File: src/rtl/gpu_net_tx_arbiter.sv
// Round-robin arbiter sharing one 16-bit network transmit port among NUM_REQ one-slot sources.
// Define NET_ARB_DROP_SELF_EN to filter and count packets addressed to this GPU.
module gpu_net_tx_arbiter #(
    parameter int unsigned GPU_ID  = 32,
    parameter int unsigned NUM_REQ = 4,
    parameter int unsigned IDX_W   = $clog2(NUM_REQ)
) (
    input  logic                    ACLK,
    input  logic                    ARESETn,
    input  logic [NUM_REQ-1:0]      req_valid,
    input  logic [16*NUM_REQ-1:0]   req_data,
    output logic [NUM_REQ-1:0]      req_ready,
    output logic [15:0]             net_data_out,
    output logic                    net_valid_out,
    input  logic                    net_ready_in,
    output logic [IDX_W-1:0]        grant_id,
    output logic [15:0]             drop_count,
    output logic                    busy
);

    typedef enum logic [0:0] {StIdle, StSend} state_e;

    state_e                    state_q, state_d;
    logic [NUM_REQ-1:0]        slot_valid_q, slot_valid_d;
    logic [NUM_REQ-1:0][15:0]  slot_data_q, slot_data_d;
    logic [IDX_W-1:0]          rr_ptr_q, rr_ptr_d;
    logic [15:0]               data_q, data_d;
    logic [IDX_W-1:0]          grant_q, grant_d;

    logic [NUM_REQ-1:0]        accept, drop, store;
    logic                      any_valid, do_grant;
    logic [IDX_W-1:0]          pick;

    assign accept = req_valid & ~slot_valid_q;
    assign store  = accept & ~drop;

`ifdef NET_ARB_DROP_SELF_EN
    localparam logic [5:0] SelfDest = 6'(GPU_ID);

    logic [15:0] drop_q, drop_d;
    logic [16:0] drop_sum;

    always_comb begin
        drop = '0;
        for (int i = 0; i < NUM_REQ; i++) begin
            drop[i] = accept[i] && (req_data[16*i+10 +: 6] == SelfDest);
        end
    end

    // Multiple same-cycle drops add together; the total clamps at all-ones.
    always_comb begin
        drop_sum = {1'b0, drop_q};
        for (int i = 0; i < NUM_REQ; i++) begin
            drop_sum = drop_sum + 17'(drop[i]);
        end
        drop_d = drop_sum[16] ? 16'hFFFF : drop_sum[15:0];
    end

    always_ff @(posedge ACLK or negedge ARESETn) begin
        if (!ARESETn) drop_q <= '0;
        else          drop_q <= drop_d;
    end

    assign drop_count = drop_q;
`else
    assign drop       = '0;
    assign drop_count = '0;
`endif

    // First occupied slot at or after rr_ptr, modulo NUM_REQ.
    always_comb begin
        int unsigned idx;
        any_valid = 1'b0;
        pick      = '0;
        for (int unsigned k = 0; k < NUM_REQ; k++) begin
            idx = int'(rr_ptr_q) + k;
            if (idx >= NUM_REQ) idx = idx - NUM_REQ;
            if (!any_valid && slot_valid_q[idx]) begin
                any_valid = 1'b1;
                pick      = IDX_W'(idx);
            end
        end
    end

    always_comb begin
        state_d  = state_q;
        do_grant = 1'b0;
        unique case (state_q)
            StIdle: begin
                if (any_valid) begin
                    do_grant = 1'b1;
                    state_d  = StSend;
                end
            end
            StSend: begin
                if (net_ready_in) begin
                    if (any_valid) do_grant = 1'b1;
                    else           state_d  = StIdle;
                end
            end
            default: state_d = StIdle;
        endcase
    end

    always_comb begin
        data_d   = data_q;
        grant_d  = grant_q;
        rr_ptr_d = rr_ptr_q;
        if (do_grant) begin
            data_d   = slot_data_q[pick];
            grant_d  = pick;
            rr_ptr_d = (pick == IDX_W'(NUM_REQ - 1)) ? '0 : pick + 1'b1;
        end
    end

    // A slot only loads while empty and only grants while full, so the two never collide.
    always_comb begin
        slot_valid_d = slot_valid_q;
        slot_data_d  = slot_data_q;
        for (int i = 0; i < NUM_REQ; i++) begin
            if (do_grant && pick == IDX_W'(i)) slot_valid_d[i] = 1'b0;
            if (store[i]) begin
                slot_valid_d[i] = 1'b1;
                slot_data_d[i]  = req_data[16*i +: 16];
            end
        end
    end

    always_ff @(posedge ACLK or negedge ARESETn) begin
        if (!ARESETn) begin
            state_q      <= StIdle;
            slot_valid_q <= '0;
            slot_data_q  <= '0;
            rr_ptr_q     <= '0;
            data_q       <= '0;
            grant_q      <= '0;
        end else begin
            state_q      <= state_d;
            slot_valid_q <= slot_valid_d;
            slot_data_q  <= slot_data_d;
            rr_ptr_q     <= rr_ptr_d;
            data_q       <= data_d;
            grant_q      <= grant_d;
        end
    end

    assign req_ready     = ~slot_valid_q;
    assign net_valid_out = (state_q == StSend);
    assign net_data_out  = data_q;
    assign grant_id      = grant_q;
    assign busy          = (|slot_valid_q) || (state_q == StSend);

endmodule
File: config.mk
export PLATFORM = sky130hd
export DESIGN_NAME = gpu_net_tx_arbiter
export DESIGN_NICKNAME = d
export VERILOG_FILES = /design/src/rtl/gpu_net_tx_arbiter.sv
export SDC_FILE = /design/constraint.sdc
export NUM_CORES = 1
export LEC_CHECK = 0
export BUFFER_PORTS_ARGS = -buffer_cell sky130_fd_sc_hd__clkbuf_2
export CAP_MARGIN = 20
export CORE_MARGIN = 10
export CORE_UTILIZATION = 35
export DETAILED_ROUTE_END_ITERATION = 10
export RECOVER_POWER = 50
export SLEW_MARGIN = 10
export SYNTH_ARGS = -nofsm -noshare
export SYNTH_HDL_FRONTEND = slang
export SYNTH_SLANG_ARGS = --single-unit
File: constraint.sdc
create_clock -name ACLK -period 4.42 [get_ports ACLK]
set_clock_uncertainty 0.1 [all_clocks]
set_input_delay 0.221 -clock ACLK [delete_from_list [all_inputs] [get_ports ACLK]]
set_output_delay 0.221 -clock ACLK [all_outputs]
set_load 0.005 [all_outputs]
# [Word level (Yosys, flattened, before mapping)]
# Index checks and enable logic that the tools add are counted.
[totals] register_bits=89
[classes] n_addsub=8 n_lt_le_gt_ge=9 n_eq_ne=3 n_mux=36 n_bitwise=3 n_reduce_logical=17
[op_table] op="$lt 32x3->1 const B" count=4
[op_table] op="$mux 32" count=4
[op_table] op="$bmux 16 s2" count=1
[op_table] op="$mux 1" count=19
[op_table] op="$mux 16" count=1
[op_table] op="$sub 3x3->4 const B" count=3
[op_table] op="$mux 2" count=5
[op_table] op="$ge 3x3->1 const B" count=3
[op_table] op="$bmux 1 s2" count=4
[op_table] op="$reduce_bool 2->1" count=4
[op_table] op="$logic_and 1x1->1" count=7
[op_table] op="$add 2x2->3 const B" count=2
[op_table] op="$and 4x4->4" count=1
[op_table] op="$eq 2x2->1 const B" count=2
[op_table] op="$not 4->4" count=1
[op_table] op="$pmux 1 s2" count=2
[op_table] op="$reduce_or 4->1" count=1
[op_table] op="$sub 2x3->4 const B" count=1
[op_table] op="$add 2x1->3 const B" count=1
[op_table] op="$ge 2x3->1 const B" count=1
[op_table] op="$logic_not 1->1" count=3
[op_table] op="$lt 2x3->1 const B" count=1
[op_table] op="$add 2x1->2 const B" count=1
[op_table] op="$eq 2x1->1 const B" count=1
[op_table] op="3 further kinds" count=3

# [Depth between registers and ports, before layout]
# Gate-level depths: netlist (run 1).
[logic_depth] ltp_word=20 ltp_mapped=8 depth_no_buf=5

# [Worst setup path after synthesis (run 1)]
# Ideal clock, no wire load.
[synth_timing] path_type="register -> register" startpoint="reg rr_ptr_q[1]" endpoint="reg data_q[0] (netlist: net_data_out[0])" setup_time_ps=141 arrival_ps=1500 required_ps=4179 path_slack_ps=2679 stages_incl_launch_ff=8 synth_period_minus_slack_ps=1741 cell_sequence="dfrtp_1 buf_4 nand2b_4 a21oi_1 o21a_2 buf_2 a222oi_1 a31oi_1"
[synth_between] elab_chain_cells=17 word_cells_on_any_way=42 classes_between="add/sub: 7; order compare: 4; mux: 25; reduce/logical: 6"
[synth_rtl] item="start: declaration" line="26" text="logic [IDX_W-1:0] rr_ptr_q, rr_ptr_d;"
[synth_rtl] item="start signal: assignment" line="141" text="rr_ptr_q <= rr_ptr_d;"
[synth_rtl] item="parallel branches: the longest is 17 deep, another holds $sub 3x3->4"
[synth_rtl] item="end signal: assignment" line="142" text="data_q <= data_d;"
[synth_rtl] item="end: declaration" line="27" text="logic [15:0] data_q, data_d;"
# Parallel ways; which one is timed is not known. The select of a mux whose other input is x is not followed.
# A chain may end at the register's enable or synchronous reset.

==> results of run 1 <==
how the worst max path moves through the flow:
stage	startpoint	end	cells after the start
after floorplan	rr_ptr_q[1]$_DFFE_PN0P_	net_data_out[0]$_DFFE_PN0P_	7
after global routing	ARESETn	slot_data_q[16]$_DFFE_PN0P_	3
after detailed placement	rr_ptr_q[1]$_DFFE_PN0P_	net_data_out[2]$_DFFE_PN0P_	5
after global placement	rr_ptr_q[0]$_DFFE_PN0P_	net_data_out[2]$_DFFE_PN0P_	4
after CTS	rr_ptr_q[0]$_DFFE_PN0P_	net_data_out[13]$_DFFE_PN0P_	4
final	ARESETn	slot_data_q[55]$_DFFE_PN0P_	3
stage by stage:
stage / std cells / setup WS, ps / instance area, um2 / power (mW) / hold WS [ps]
2_1_floorplan: 324 / 2680 / 3970 / 2.39 / -175
3_3_place_gp: 525 / 2200 / 4430 / 2.76 / 120
3_5_place_dp: 525 / 2160 / 4430 / 2.80 / 117
4_1_cts: 591 / 2130 / 5180 / 3.55 / 0.0749
5_1_grt: 592 / 1270 / 5150 / 3.73 / 0.715
6_report: 592 / 1750 / 5150 / 3.50 / 0.948
routing by layer:
metal / track usage [%] / routed length, um
met5: 0 / 0
met4: 6.44 / 249
met3: 2.64 / 674
met2: 21.4 / 5050
met1: 16.0 / 4450
cells in the mapped netlist (all sizes together), types with 2 or more instances:
cell and number:
dfrtp 89, buf 29, inv 6, nand2 19, nor2b 7, a31oi 16, a21oi 5, nand2b 6
o21ai 5, a222oi 17, mux2 64, clkbuf 9, a21o 2, nor2 22, o21a 2
worst register-to-register path: cells and delay by family (launching register included):
kind / cells / cell delay (ps)
flip-flops: 1 / 520
AND/OR/NAND/NOR: 2 / 620
AO/OA/AOI/OAI: 3 / 950
final cells by class:
type                    instances  area [um2]
well taps                     140         175
flip-flops and latches         89        2230
diodes                          1        2.50
fillers                       996        5740
clock inverters                 6         130
multi-input cells             191        1490
repair buffers                149         973
inverters                       6        22.5
clock buffers                  10         128
state kept, by name, summed over array words and instances, names as in the netlist:
signal and flops:
net_valid_out 1, net_data_out 16, slot_valid_q 4, rr_ptr_q 2
slot_data_q 64, grant_id 2
power by group through the flow:
stage	clock, mW	combinational [mW]	sequential, mW
4_1_cts	0.728	1.30	1.52
5_1_grt	0.758	1.40	1.57
6_report	0.712	1.27	1.52
2_1_floorplan	0	0.977	1.41
3_5_place_dp	0	1.26	1.54
3_3_place_gp	0	1.24	1.52
kinds of logic after synthesis:
kind of cell / Yosys count / synth area share, %
DFF: 89 / 57.0
muxes: 65 / 18.7
and+or+nand+nor: 58 / 6.85
AOI/OAI and AO/OA: 52 / 10.9
buffers and inverters: 44 / 6.50
other: 1 / 0.0959
timing repair:
action	in CTS	in global routing
setup buffers	0	0
endpoints found under the setup margin	0	0
hold buffers	50	0
endpoints found under the hold margin	86	0
==> results.md, run 1 <==
* Outcome: finished, violations left
* Failing checks: capacitance limit, slew limit
* R2R cell count at 5
* Number of clock sinks at 89
* Clk root buf: clkbuf_8
* Die area at 0.0158 mm2
* Number of synthesized flops with an enable pin at 0
* P&R area growth vs syn at 31.7%
* Starting Density at 35.9%
* R2r startpoint: rr_ptr_q[1]$_DFFE_PN0P_
* Detailed-route via count at 2916
* Normalized max-slew margin at -36.7%
* Post-layout util at 47.3%
* Share of cells above drive strength 1 at 35.3%
* Yosys top cell area share at 57.0%
* Cells resized by post-CTS repair at 0
* Post-route DRC at 0
* WP buf/inv at 3
* Final Hold Viols at 0
* Delay-heaviest family, CP: buffers and inverters
* Top_reg_cell synth: dfrtp_1
* Crit path max-delay cell type: clkbuf_1
* FFs w/ async S/R, synth at 100%
* Synthesized cell area at 0.00391 mm2
* Grt total ovfl at 0
* Port Buffers at 94
* Critical path peak fanout at 52
* Post-synthesis register bit count at 89
* R2R setup slack at 2100 ps
* Top Ports at 111
* CTS Buffer Depth at 2
* Worst Path Arrival at 3010 ps
* Final period util at 60.4%
* Clock power share at 20.3%
* Clk slew on worst S/H paths at 80 ps
* Switching power at 1.20 mW
* VDD IR max at 241 uV
* Skew-Pair Late Insertion Delay at 360 ps
* Most frequent cells in the layout: dfrtp_1 (89), clkbuf_2 (72), mux2_2 (63)
* Die width at 126 um
* Count of final setup violators at 0
* Reg2Reg Capture Point: net_data_out[2]$_DFFE_PN0P_
* Unique masters post-synth at 33
* Crit. End Element: asynchronous set/reset pin
* Power density cells at 680 mW/mm2
* Final WL at 10.4 mm
* Avg WL per Cell at 17.6 um
* Syn_area_per_cell at 12.7 um2
* Biggest area consumer among synthesized cells: dfrtp_1
* Max-Cap Viols at 1
* Sequential fraction of the synthesis area at 57.0%
* Combinational share of power at 36.3%
* Slew @ Worst Pin at 2050 ps
* Worst-path cell chain: dlygate4sd3_1, clkbuf_1, buf_4
* Hold Path Sink: slot_data_q[14]$_DFFE_PN0P_
* Worst Setup Start Kind: input port
* Initial antenna violation count at 1
* Required time worst endpoint at 4750 ps
* CTS tree: built
* Dominant cells by area after synthesis: dfrtp_1 (57%), mux2_2 (18%), a222oi_1 (4.4%)
* Slew Limit Fails at 39
* Yosys warning total at 0
* Type of the tightest min-delay check: in2reg
* DRT Pass-1 Iters at 8
* Hold Crit Depth at 2
* Max Freq at 374 MHz
* Vias in the first global route at 3167
* Post-DP HPWL at 7.37 mm
* Fin crit period at 2670 ps
* Core Region at 0.0109 mm2
* GRT Total Usage at 13.0%
* Initial drt markers at 283
* Sequential Power Share at 43.4%
* Crit-path max cell delay at 1460 ps
* Layout Nets at 517
* First-pass GRT wire length at 16.6 mm
* Post-DR vias/cell at 4.93
* Detail Route Antenna Nets at 0
* Worst setup path class: in2async
* Number of core rows at 38
* Total CTS buffers at 9
* H-tree Lvls at 3
* Post-Synthesis Cells at 309
* Hold Startpoint: req_data[14]
* Fin Setup TNS at 0 ps
* Pin count of the biggest net entering global routing at 53
* Unrepaired setup endpoints after global routing: false
* Die H at 126 um
* Switch share at 34.2%
* Routability cong. at 0.845
* Internal power at 2.30 mW
* Commonest non-fill, non-tap cell in the layout: dfrtp_1
* Leakage at 2.28 nW
Power figures use the tool's default switching activity.
==> inputs of run 2 (changes only) <==
- clock period: 4.42 -> 2.6 ns (I/O delays scaled with it)
==> run 2 against run 1 <==
- the flow now finishes without violations
- power is 62% higher
- highest routed layer unchanged
- largest power group unchanged
- utilization grew 1.3 points
- sequential power is 73% higher
==> results.md, run 2 (synthesis gave the netlist of run 1 again) <==
* Outcome: complete, no violations
* Post-DP HPWL at 7.62 mm (+3.3%)
* R2r startpoint: rr_ptr_q[1]$_DFFE_PN0P_
* GRT Total Usage at 13.8% (+0.81 points)
* Number of clock sinks at 89 (unchanged)
* Vias in the first global route at 3320 (+4.8%)
* Slew @ Worst Pin at 1190 ps (-858 ps)
* Power density cells at 1070 mW/mm2 (+58%)
* Starting Density at 35.9% (unchanged)
* Critical path peak fanout at 16 (-69%)
* Pin count of the biggest net entering global routing at 90 (+70%)
* H-tree Lvls at 3 (unchanged)
* Fin Setup TNS at 0 ps (unchanged)
* P&R area growth vs syn at 35.4%
* Post-DR vias/cell at 4.91 (-0.28%)
* Slew Limit Fails at 0 (-100%)
* Count of final setup violators at 0 (unchanged)
* Share of cells above drive strength 1 at 36.9% (+1.6 points)
* Required time worst endpoint at 2720 ps (-2030 ps)
* Final WL at 10.9 mm (+4.9%)
* Commonest non-fill, non-tap cell in the layout: dfrtp_1
* Hold Path Sink: slot_valid_q[2]$_DFFE_PN0P_
* Layout Nets at 540 (+4.4%)
* Routability cong. at 0.844 (about the same)
* Core Region at 0.0109 mm2 (unchanged)
* Die width at 126 um (unchanged)
* Post-place instance area at 0.00447 mm2 (+0.96%)
* Reg2Reg Capture Point: net_data_out[2]$_DFFE_PN0P_
* Clk slew on worst S/H paths at 80 ps (about the same)
* Final period util at 86.1%
* Hold Startpoint: req_valid[2]
* R2R cell count at 5 (unchanged)
* Most flops, register: slot_data_q
* Crit. End Element: register
* VDD IR max at 359 uV (+49%)
* Unrepaired setup endpoints after global routing: false
* Post-CTS Setup Repair Bufs at 0 (unchanged)
* Worst Path Arrival at 2360 ps (-650 ps)
* Max-Cap Viols at 0 (-1)
* Cells resized by post-CTS repair at 0 (unchanged)
* Normalized max-slew margin at 20.4% (+57 points)
* Total CTS buffers at 9 (unchanged)
* CTS Buffer Depth at 2 (unchanged)
* CTS tree: built
* Grt total ovfl at 0 (unchanged)
* Skew-Pair Late Insertion Delay at 360 ps (about the same)
* Port Buffers at 94 (unchanged)
* Met1 Use GR at 17.5% (+1.5 points)
* Pwr Total at 5.68 mW (+62%)
* Avg WL per Cell at 17.9 um (+1.5%)
* Detailed-route via count at 3006 (+3.1%)
* Top Ports at 111 (unchanged)
* Post-route DRC at 0 (unchanged)
* Met3 Use GR at 3.27% (+0.63 points)
* Die area at 0.0158 mm2 (unchanged)
* Initial drt markers at 222 (-22%)
* GR Util met2 at 22.4% (+1.0 points)
* Die H at 126 um (unchanged)
* Largest register FFs at 64 (unchanged)
* Hold Crit Depth at 4 (+2)
* Initial antenna violation count at 0 (-1)
* First-pass GRT wire length at 17.7 mm (+6.4%)
* Number of core rows at 38 (unchanged)
* Worst Setup Start Kind: register
* R2R setup slack at 360 ps (-1740 ps)
* Fin crit period at 2240 ps
* Type of the tightest min-delay check: in2reg
* Global route hottest layer: met2
* Leakage at 2.37 nW (+4.1%)
* Ant. Diodes at 0 (-1)
* Clk root buf: clkbuf_8
* DRT Pass-1 Iters at 6 (-2)
* Final instance area at 0.00530 mm2 (+2.8%)
* Worst setup path class: reg2reg
* Detail Route Antenna Nets at 0 (unchanged)
* Max Freq at 447 MHz
* Most frequent cells in the layout: dfrtp_1 (89), clkbuf_2 (82), dlygate4sd3_1 (69)
* Final Hold Viols at 0 (unchanged)
## run 2: cell count changes in the layout (fill, tap and decap cells not counted), sizes merged
cell / delta
buf: +5
bufinv: -4
clkbuf: +3
clkinv: -2
diode: -1
dlygate4sd3: +19
## run 2: where the power goes
group | internal, mW | switching [mW] | leakage, nW
sequential | 2.09 | 0.539 | 1.04
combinational | 1.17 | 1.03 | 1.24
clock | 0.391 | 0.451 | 0.0826
total | 3.65 | 2.02 | 2.37
## run 2: final cells by class
| class | count | area (um2) |
|---|---|---|
| multi-input combinational | 191 | 1490 |
| clock buffer | 14 | 163 |
| fill | 1009 | 5590 |
| tap | 140 | 175 |
| inverter | 6 | 22.5 |
| sequential | 89 | 2230 |
| timing repair buffer | 172 | 1220 |
## run 2: worst max-delay path by stage
stage / to / cells after the start / slack [ps] / from
5_1_grt: net_data_out[2]$_DFFE_PN0P_ / 5 / 300 / rr_ptr_q[1]$_DFFE_PN0P_
3_3_place_gp: net_data_out[2]$_DFFE_PN0P_ / 5 / 480 / rr_ptr_q[1]$_DFFE_PN0P_
3_5_place_dp: net_data_out[0]$_DFFE_PN0P_ / 5 / 440 / rr_ptr_q[1]$_DFFE_PN0P_
4_1_cts: net_data_out[2]$_DFFE_PN0P_ / 5 / 410 / rr_ptr_q[1]$_DFFE_PN0P_
6_report: net_data_out[2]$_DFFE_PN0P_ / 5 / 360 / rr_ptr_q[1]$_DFFE_PN0P_
2_1_floorplan: net_data_out[0]$_DFFE_PN0P_ / 7 / 860 / rr_ptr_q[1]$_DFFE_PN0P_
## run 2: worst max-delay path, stage by stage, from the launching register on
cell and delay [ps]:
dfrtp_1 510, nand2b_1 200, a21o_1 200, and3_1 390
a222oi_1 550, a31oi_1 150
## run 2: metrics by stage
stage	hold WS (ps)	cells	utilization (%)	worst slack [ps]
2_1_floorplan	-266	324	-	859
3_3_place_gp	109	529	41.0	479
4_1_cts	263	612	48.9	410
5_1_grt	313	612	48.6	297
3_5_place_dp	112	529	41.0	436
6_report	299	612	48.6	361
## run 2: per-layer routing
metal,share of wire [%],wire [um]
met2,49,5370
met3,6.2,678
met1,44,4760
met4,1.1,123
met5,0,0
## run 2: what timing repair did
item	in CTS	in global routing
hold endpoints to repair	157	0
hold buffers	69	0
setup endpoints to repair	0	0
